===== src/rtl/clock_ctrl_if.sv =====
// Control-stage bus between clock_ctrl and the time/date counter bank.
// The master drives buttons and counter state. The slave returns strobes, enables and limits.
interface clock_ctrl_if;
  logic       btn_mode;
  logic       btn_up;
  logic       btn_down;
  logic [4:0] day;
  logic [3:0] month;
  logic [6:0] year;
  logic [4:0] done_inc;
  logic [5:0] inc;
  logic [5:0] dec;
  logic [5:0] en;
  logic [4:0] day_num;
  logic [4:0] hour_num;
  logic [2:0] edit_field;
  logic       blink;

  modport master (
    output btn_mode, btn_up, btn_down, day, month, year, done_inc,
    input  inc, dec, en, day_num, hour_num, edit_field, blink
  );

  modport slave (
    input  btn_mode, btn_up, btn_down, day, month, year, done_inc,
    output inc, dec, en, day_num, hour_num, edit_field, blink
  );
endinterface


===== src/rtl/clock_ctrl.sv =====
// Time/date control stage: 1 Hz prescaler, carry cascade, set-mode FSM,
// leap-aware days-in-month limit and the day clamp after month/year edits.
module clock_ctrl #(
  parameter int TICK_DIV = 50_000_000,
  parameter int HOUR_MAX = 23
) (
  input  logic        clk,
  input  logic        reset_n,
  clock_ctrl_if.slave bus
);
  localparam int PW = $clog2(TICK_DIV);

  typedef enum logic [2:0] {
    RUN    = 3'd0,
    E_SEC  = 3'd1,
    E_MIN  = 3'd2,
    E_HOUR = 3'd3,
    E_DAY  = 3'd4,
    E_MON  = 3'd5,
    E_YEAR = 3'd6
  } state_t;

  state_t        r_state, w_state_nxt;
  logic [PW-1:0] r_presc;
  logic          r_mode_q, r_up_q, r_down_q, r_clamp_q;
  logic [5:0]    r_inc, r_dec;

  logic       w_mode_rise, w_up_rise, w_down_rise;
  logic       w_tick, w_leap, w_clamp_need, w_clamp_pulse, w_blink;
  logic [4:0] w_day_num;
  logic [5:0] w_sel, w_en, w_inc_nxt, w_dec_nxt;

  assign w_mode_rise = bus.btn_mode & ~r_mode_q;
  assign w_up_rise   = bus.btn_up   & ~r_up_q;
  assign w_down_rise = bus.btn_down & ~r_down_q;
  assign w_tick      = (r_presc == PW'(TICK_DIV - 1));

  // Gregorian rule reduces to year%4 over 2000..2099
  assign w_leap = ((bus.year & 7'd3) == 7'd0);

  always_comb begin
    w_day_num = 5'd31;
    case (bus.month)
      4'd4, 4'd6, 4'd9, 4'd11: w_day_num = 5'd30;
      4'd2:                    w_day_num = w_leap ? 5'd29 : 5'd28;
      default:                 w_day_num = 5'd31;
    endcase
  end

  assign w_clamp_need  = (bus.day > w_day_num);
  assign w_clamp_pulse = w_clamp_need & ~r_clamp_q;

  // State register
  always_ff @(posedge clk) begin
    if (!reset_n) r_state <= RUN;
    else          r_state <= w_state_nxt;
  end

  // Next-state logic
  always_comb begin
    w_state_nxt = r_state;
    if (w_mode_rise)
      w_state_nxt = (r_state == E_YEAR) ? RUN : state_t'(r_state + 3'd1);
  end

  // Output logic: enables, blink and next-cycle strobe values
  always_comb begin
    w_sel     = '0;
    w_en      = 6'h3F;
    w_inc_nxt = '0;
    w_dec_nxt = '0;
    w_blink   = 1'b0;
    case (r_state)
      E_SEC:   w_sel = 6'b000001;
      E_MIN:   w_sel = 6'b000010;
      E_HOUR:  w_sel = 6'b000100;
      E_DAY:   w_sel = 6'b001000;
      E_MON:   w_sel = 6'b010000;
      E_YEAR:  w_sel = 6'b100000;
      default: w_sel = '0;
    endcase
    if (r_state == RUN) begin
      w_inc_nxt = {bus.done_inc, w_tick & ~w_mode_rise};
    end else begin
      w_en    = w_sel;
      w_blink = (r_presc < PW'(TICK_DIV / 2));
      if (!w_mode_rise && w_up_rise && !w_down_rise) w_inc_nxt = w_sel;
      if (!w_mode_rise && w_down_rise && !w_up_rise) w_dec_nxt = w_sel;
    end
    // Clamp owns the day field until it is back in range
    if (w_clamp_need) begin
      w_en[3]      = 1'b1;
      w_inc_nxt[3] = 1'b0;
      w_dec_nxt[3] = w_clamp_pulse;
    end
  end

  always_ff @(posedge clk) begin
    if (!reset_n) begin
      r_presc   <= '0;
      r_mode_q  <= 1'b0;
      r_up_q    <= 1'b0;
      r_down_q  <= 1'b0;
      r_clamp_q <= 1'b0;
      r_inc     <= '0;
      r_dec     <= '0;
    end else begin
      r_mode_q  <= bus.btn_mode;
      r_up_q    <= bus.btn_up;
      r_down_q  <= bus.btn_down;
      r_clamp_q <= w_clamp_pulse;
      r_inc     <= w_inc_nxt;
      r_dec     <= w_dec_nxt;
      // Returning to RUN restarts the second from zero
      if (w_mode_rise && r_state == E_YEAR) r_presc <= '0;
      else if (w_tick)                      r_presc <= '0;
      else                                  r_presc <= r_presc + 1'b1;
    end
  end

  assign bus.inc        = r_inc;
  assign bus.dec        = r_dec;
  assign bus.en         = w_en;
  assign bus.blink      = w_blink;
  assign bus.edit_field = r_state;
  assign bus.day_num    = w_day_num;
  assign bus.hour_num   = 5'(HOUR_MAX);
endmodule


===== src/flat_wrapper.sv =====
// flat-port wrapper written by rule: the top's interface ports become plain ports
module clock_ctrl_flat 
#(
  parameter int TICK_DIV = 50_000_000,
  parameter int HOUR_MAX = 23
)
  (clk, reset_n, bus_btn_mode, bus_btn_up, bus_btn_down, bus_day, bus_month, bus_year, bus_done_inc, bus_inc, bus_dec, bus_en, bus_day_num, bus_hour_num, bus_edit_field, bus_blink);
  clock_ctrl_if bus_i ();
  input  logic clk;
  input  logic reset_n;
  input wire logic [$bits(bus_i.btn_mode)-1:0] bus_btn_mode;
  input wire logic [$bits(bus_i.btn_up)-1:0] bus_btn_up;
  input wire logic [$bits(bus_i.btn_down)-1:0] bus_btn_down;
  input wire logic [$bits(bus_i.day)-1:0] bus_day;
  input wire logic [$bits(bus_i.month)-1:0] bus_month;
  input wire logic [$bits(bus_i.year)-1:0] bus_year;
  input wire logic [$bits(bus_i.done_inc)-1:0] bus_done_inc;
  output wire logic [$bits(bus_i.inc)-1:0] bus_inc;
  output wire logic [$bits(bus_i.dec)-1:0] bus_dec;
  output wire logic [$bits(bus_i.en)-1:0] bus_en;
  output wire logic [$bits(bus_i.day_num)-1:0] bus_day_num;
  output wire logic [$bits(bus_i.hour_num)-1:0] bus_hour_num;
  output wire logic [$bits(bus_i.edit_field)-1:0] bus_edit_field;
  output wire logic [$bits(bus_i.blink)-1:0] bus_blink;
  assign bus_i.btn_mode = bus_btn_mode;
  assign bus_i.btn_up = bus_btn_up;
  assign bus_i.btn_down = bus_btn_down;
  assign bus_i.day = bus_day;
  assign bus_i.month = bus_month;
  assign bus_i.year = bus_year;
  assign bus_i.done_inc = bus_done_inc;
  assign bus_inc = bus_i.inc;
  assign bus_dec = bus_i.dec;
  assign bus_en = bus_i.en;
  assign bus_day_num = bus_i.day_num;
  assign bus_hour_num = bus_i.hour_num;
  assign bus_edit_field = bus_i.edit_field;
  assign bus_blink = bus_i.blink;
  clock_ctrl #(.TICK_DIV(TICK_DIV), .HOUR_MAX(HOUR_MAX)) u_core (.clk(clk), .reset_n(reset_n), .bus(bus_i));
endmodule

===== config.mk =====
export PLATFORM = sky130hd
export DESIGN_NAME = clock_ctrl_flat
export DESIGN_NICKNAME = d
export VERILOG_FILES = /design/src/rtl/clock_ctrl_if.sv /design/src/rtl/clock_ctrl.sv /design/src/flat_wrapper.sv
export SDC_FILE = /design/constraint.sdc
export NUM_CORES = 1
export LEC_CHECK = 0
export BUFFER_PORTS_ARGS = -buffer_cell sky130_fd_sc_hd__buf_2
export CORE_MARGIN = 5
export CORE_UTILIZATION = 45
export DETAILED_ROUTE_END_ITERATION = 10
export PLACE_DENSITY = 0.73
export SYNTH_ARGS = -nofsm -noshare
export SYNTH_HDL_FRONTEND = slang
export SYNTH_SLANG_ARGS = --single-unit

===== constraint.sdc =====
create_clock -name clk -period 2.55 [get_ports clk]
set_input_delay 0.6375 -clock clk [delete_from_list [all_inputs] [get_ports clk]]
set_output_delay 0.6375 -clock clk [all_outputs]
set_load 0.02 [all_outputs]

==> results.ini <==
[status]
outcome = finished, violations left
violations = setup timing

[grt]
grt_use_total = 0.155
grt_pass1_wl_um = 8270
grt_max_degree = 27
antenna_found_initial = 0
grt_pass1_vias = 1835
grt-ovfl-total = 0

[synthesis]
ys_types = 49
synthArstFlopShare = 0
synth_area_leaders = dfxtp_1 (39%), a211oi_1 (5.3%), nor3_1 (3.5%)
synth_area_leader_cell = dfxtp_1
synth_edf_count = 0
netlist_area_mm2 = 0.00229
synth.top_cell.area_share = 0.394
synth_cells = 266
synthFlopType = dfxtp_1
synth-seq-cells = 45
syn_area_per_cell_um2 = 8.60
yosys_warnings = 0
ys_seq_area_frac = 0.394

[placed_design]
port_buffers = 44
hpwl_um = 3650
dp_cells = 374
globalplace.congestion = 0.848

[final_layout]
instances_no_fill = 386
fillCellCount = 492
drive_gt1_frac = 0.269
nets = 345
num_antenna_cells = 0
area_delta_synth_final_pct = 22.9

[drt]
wl_per_cell_um = 13.0
ant_nets = 0
dr.pass1.iters = 4
wl_um = 5020
via_per_inst = 5.45
drt-initial-drc-count = 99
vias = 2102
drc = 0

[die]
dieArea_mm2 = 0.00661
start_util = 0.457
placementRows = 26
die_x_um = 81.3
coreArea_mm2 = 0.00501
die_y_um = 81.3
io_pins = 58

[sta]
hold_violations = 0
rsz0062_at_grt = true
fmax_mhz = 388
setup_viol = 2
worst_pin_slew_ns = 0.502
finalSetupTns_ns = -0.0537
layout_min_cycle_time_ns = 2.58
timing.hold.ws_ns = 0.402
period_share = 1.01
slew_violations = 0
maxSlewHeadroom = 0.663
fin_ws_ns = -0.0304
finalClockSkew_ns = 0.00709

[setup_path]
cp_top_family = buffers and inverters
arrival_ns = 1.94
cpMostUsedCell = buf_4
reg2reg_slack_ns = 0.22
cp-start-kind = input port
worstPathCellList = buf_6 > nor4b_4 > buf_4 > ha_4 > nor2b_1 > o211ai_1 > o21ai_1 > buf_4
end_kind = output pin
cp.required_ns = 1.91
path_buf_inv = 3
critical_path_class = input port to output pin
max_stage_delay_ns = 0.26
cp_slowest_cell = nor4b_4
cp_max_fo = 2

[power]
vdd_drop_max_mv = 0.269
power.leakage_nw = 1.06
cellPowerDensity_mw_per_mm2 = 546

[cts]
cts_sinks = 45
cts-root-buf = clkbuf_8
cts.path.max_buffers = 2
cts_tree = yes
path_clk_slew_ns = 0.08
htree_levels = 2
cts_made_buffers = 5
clock_latency_ns = 0.30

[run]
cap_viol_max_count = 0

[min_path]
hp-class = register to register

==> worst paths after layout <==
| check | endpoint | start | cells past startpoint |
|---|---|---|---|
| min | u_core.r_clamp_q$_SDFF_PN0_ | u_core.r_clamp_q$_SDFF_PN0_ | 1 |
| max | bus_en[3] | bus_month[2] | 8 |
| max reg2reg | u_core.r_presc[22]$_SDFF_PP0_ | u_core.r_presc[0]$_SDFF_PP0_ | 5 |
| min reg2reg | u_core.r_clamp_q$_SDFF_PN0_ | u_core.r_clamp_q$_SDFF_PN0_ | 1 |
==> power breakdown <==
group	internal (W)	switching, W	total [W]	leakage (nW)
logic	0.0000655	0.000105	0.000171	0.626
registers	0.000718	0.00000939	0.000727	0.366
clock network	0.000389	0.000247	0.000636	0.0681
==> layout by cell type, fill, tap and decap left out, drive strengths merged, types with 2 or more instances in the layout <==
| cell type | netlist | layout |
|---|---|---|
| clkinv | 1 | 2 |
| bufinv | 0 | 2 |
| nor2 | 9 | 9 |
| xor2 | 7 | 7 |
| a21oi | 7 | 7 |
| and3 | 6 | 6 |
| or2 | 3 | 3 |
| or4 | 9 | 9 |
| nand2 | 20 | 20 |
| and4 | 2 | 2 |
| mux2i | 2 | 2 |
| nand2b | 3 | 3 |
| conb | 2 | 8 |
| nor3 | 16 | 16 |
| o31ai | 8 | 8 |
| or3 | 4 | 4 |
| a211oi | 17 | 17 |
| nor4 | 8 | 8 |
| dfxtp | 45 | 45 |
| o21bai | 2 | 2 |
| nor2b | 3 | 3 |
| ha | 4 | 4 |
| nand4 | 6 | 6 |
| nand3 | 12 | 12 |
| or4b | 3 | 3 |
| o21ai | 8 | 8 |
| clkbuf | 9 | 5 |
| a2111oi | 2 | 2 |
| inv | 9 | 9 |
| and2 | 4 | 4 |
| nor3b | 5 | 5 |
| buf | 13 | 58 |
| xnor2 | 5 | 5 |
| o41ai | 2 | 2 |
| nand3b | 3 | 3 |
| a31oi | 2 | 2 |
==> routing by layer <==
layer,vias up,part of all wire,track usage
met5,-,0,0
met4,0,0.011,0.0456
met3,5,0.042,0.0310
met2,45,0.47,0.253
met1,980,0.47,0.205
li1,1072,-,-
==> stage by stage <==
step                utilization  power, W  cell area (um2)  setup WS, ns
global placement          0.516  0.000902             2590        -0.132
detailed placement        0.516  0.000905             2590        -0.218
CTS                       0.558   0.00154             2800       -0.0746
finish                    0.561   0.00153             2810       -0.0304
floorplan                     -  0.000853             2320        0.0262
global route              0.561   0.00159             2810        -0.123
==> state kept, by name, summed over array words and instances, names as in the netlist <==
register               cells
u_core.r_up_q              1
u_core.bus.edit_field      3
u_core.r_down_q            1
u_core.r_mode_q            1
u_core.bus.dec             6
u_core.r_presc            26
u_core.r_clamp_q           1
u_core.bus.inc             6
==> cells in the mapped netlist (all sizes together), types with 5 or more instances <==
cell type / number
clkbuf: 9
nand4: 6
nor3b: 5
a211oi: 17
dfxtp: 45
nor4: 8
nand2: 20
nand3: 12
or4: 9
and3: 6
o21ai: 8
nor3: 16
nor2: 9
xnor2: 5
buf: 13
a21oi: 7
xor2: 7
o31ai: 8
inv: 9
==> cell families after synthesis <==
family,Yosys count,share of synthesized area
xor gates and xnor gates,12,0.0460
DFF,45,0.394
and+or+nand+nor,118,0.303
muxes,2,0.00875
AOI/OAI and AO/OA,51,0.156
buffers and inverters,32,0.0678
other,2,0.00328
adders and majority gates,4,0.0219
==> timing repair <==
| item | CTS | global route |
|---|---|---|
| pin swaps | 3 | 1 |
| endpoints found under the setup margin | 2 | 2 |
| buffers inserted | 3 | 1 |
| hold buffers | 0 | 0 |
| gates resized for setup | 11 | 2 |
==> area by class of cell <==
class | instances | area, um2 | share of cell area
Multi-Input combinational cell | 195 | 1310 | 0.465
Sequential cell | 45 | 903 | 0.321
Timing Repair Buffer | 58 | 340 | 0.121
Tap cell | 70 | 87.6 | 0.0312
Clock buffer | 5 | 68.8 | 0.0245
Clock inverter | 3 | 65.1 | 0.0232
Inverter | 10 | 37.5 | 0.0134
Note: power is estimated with default switching activity, not from simulation.
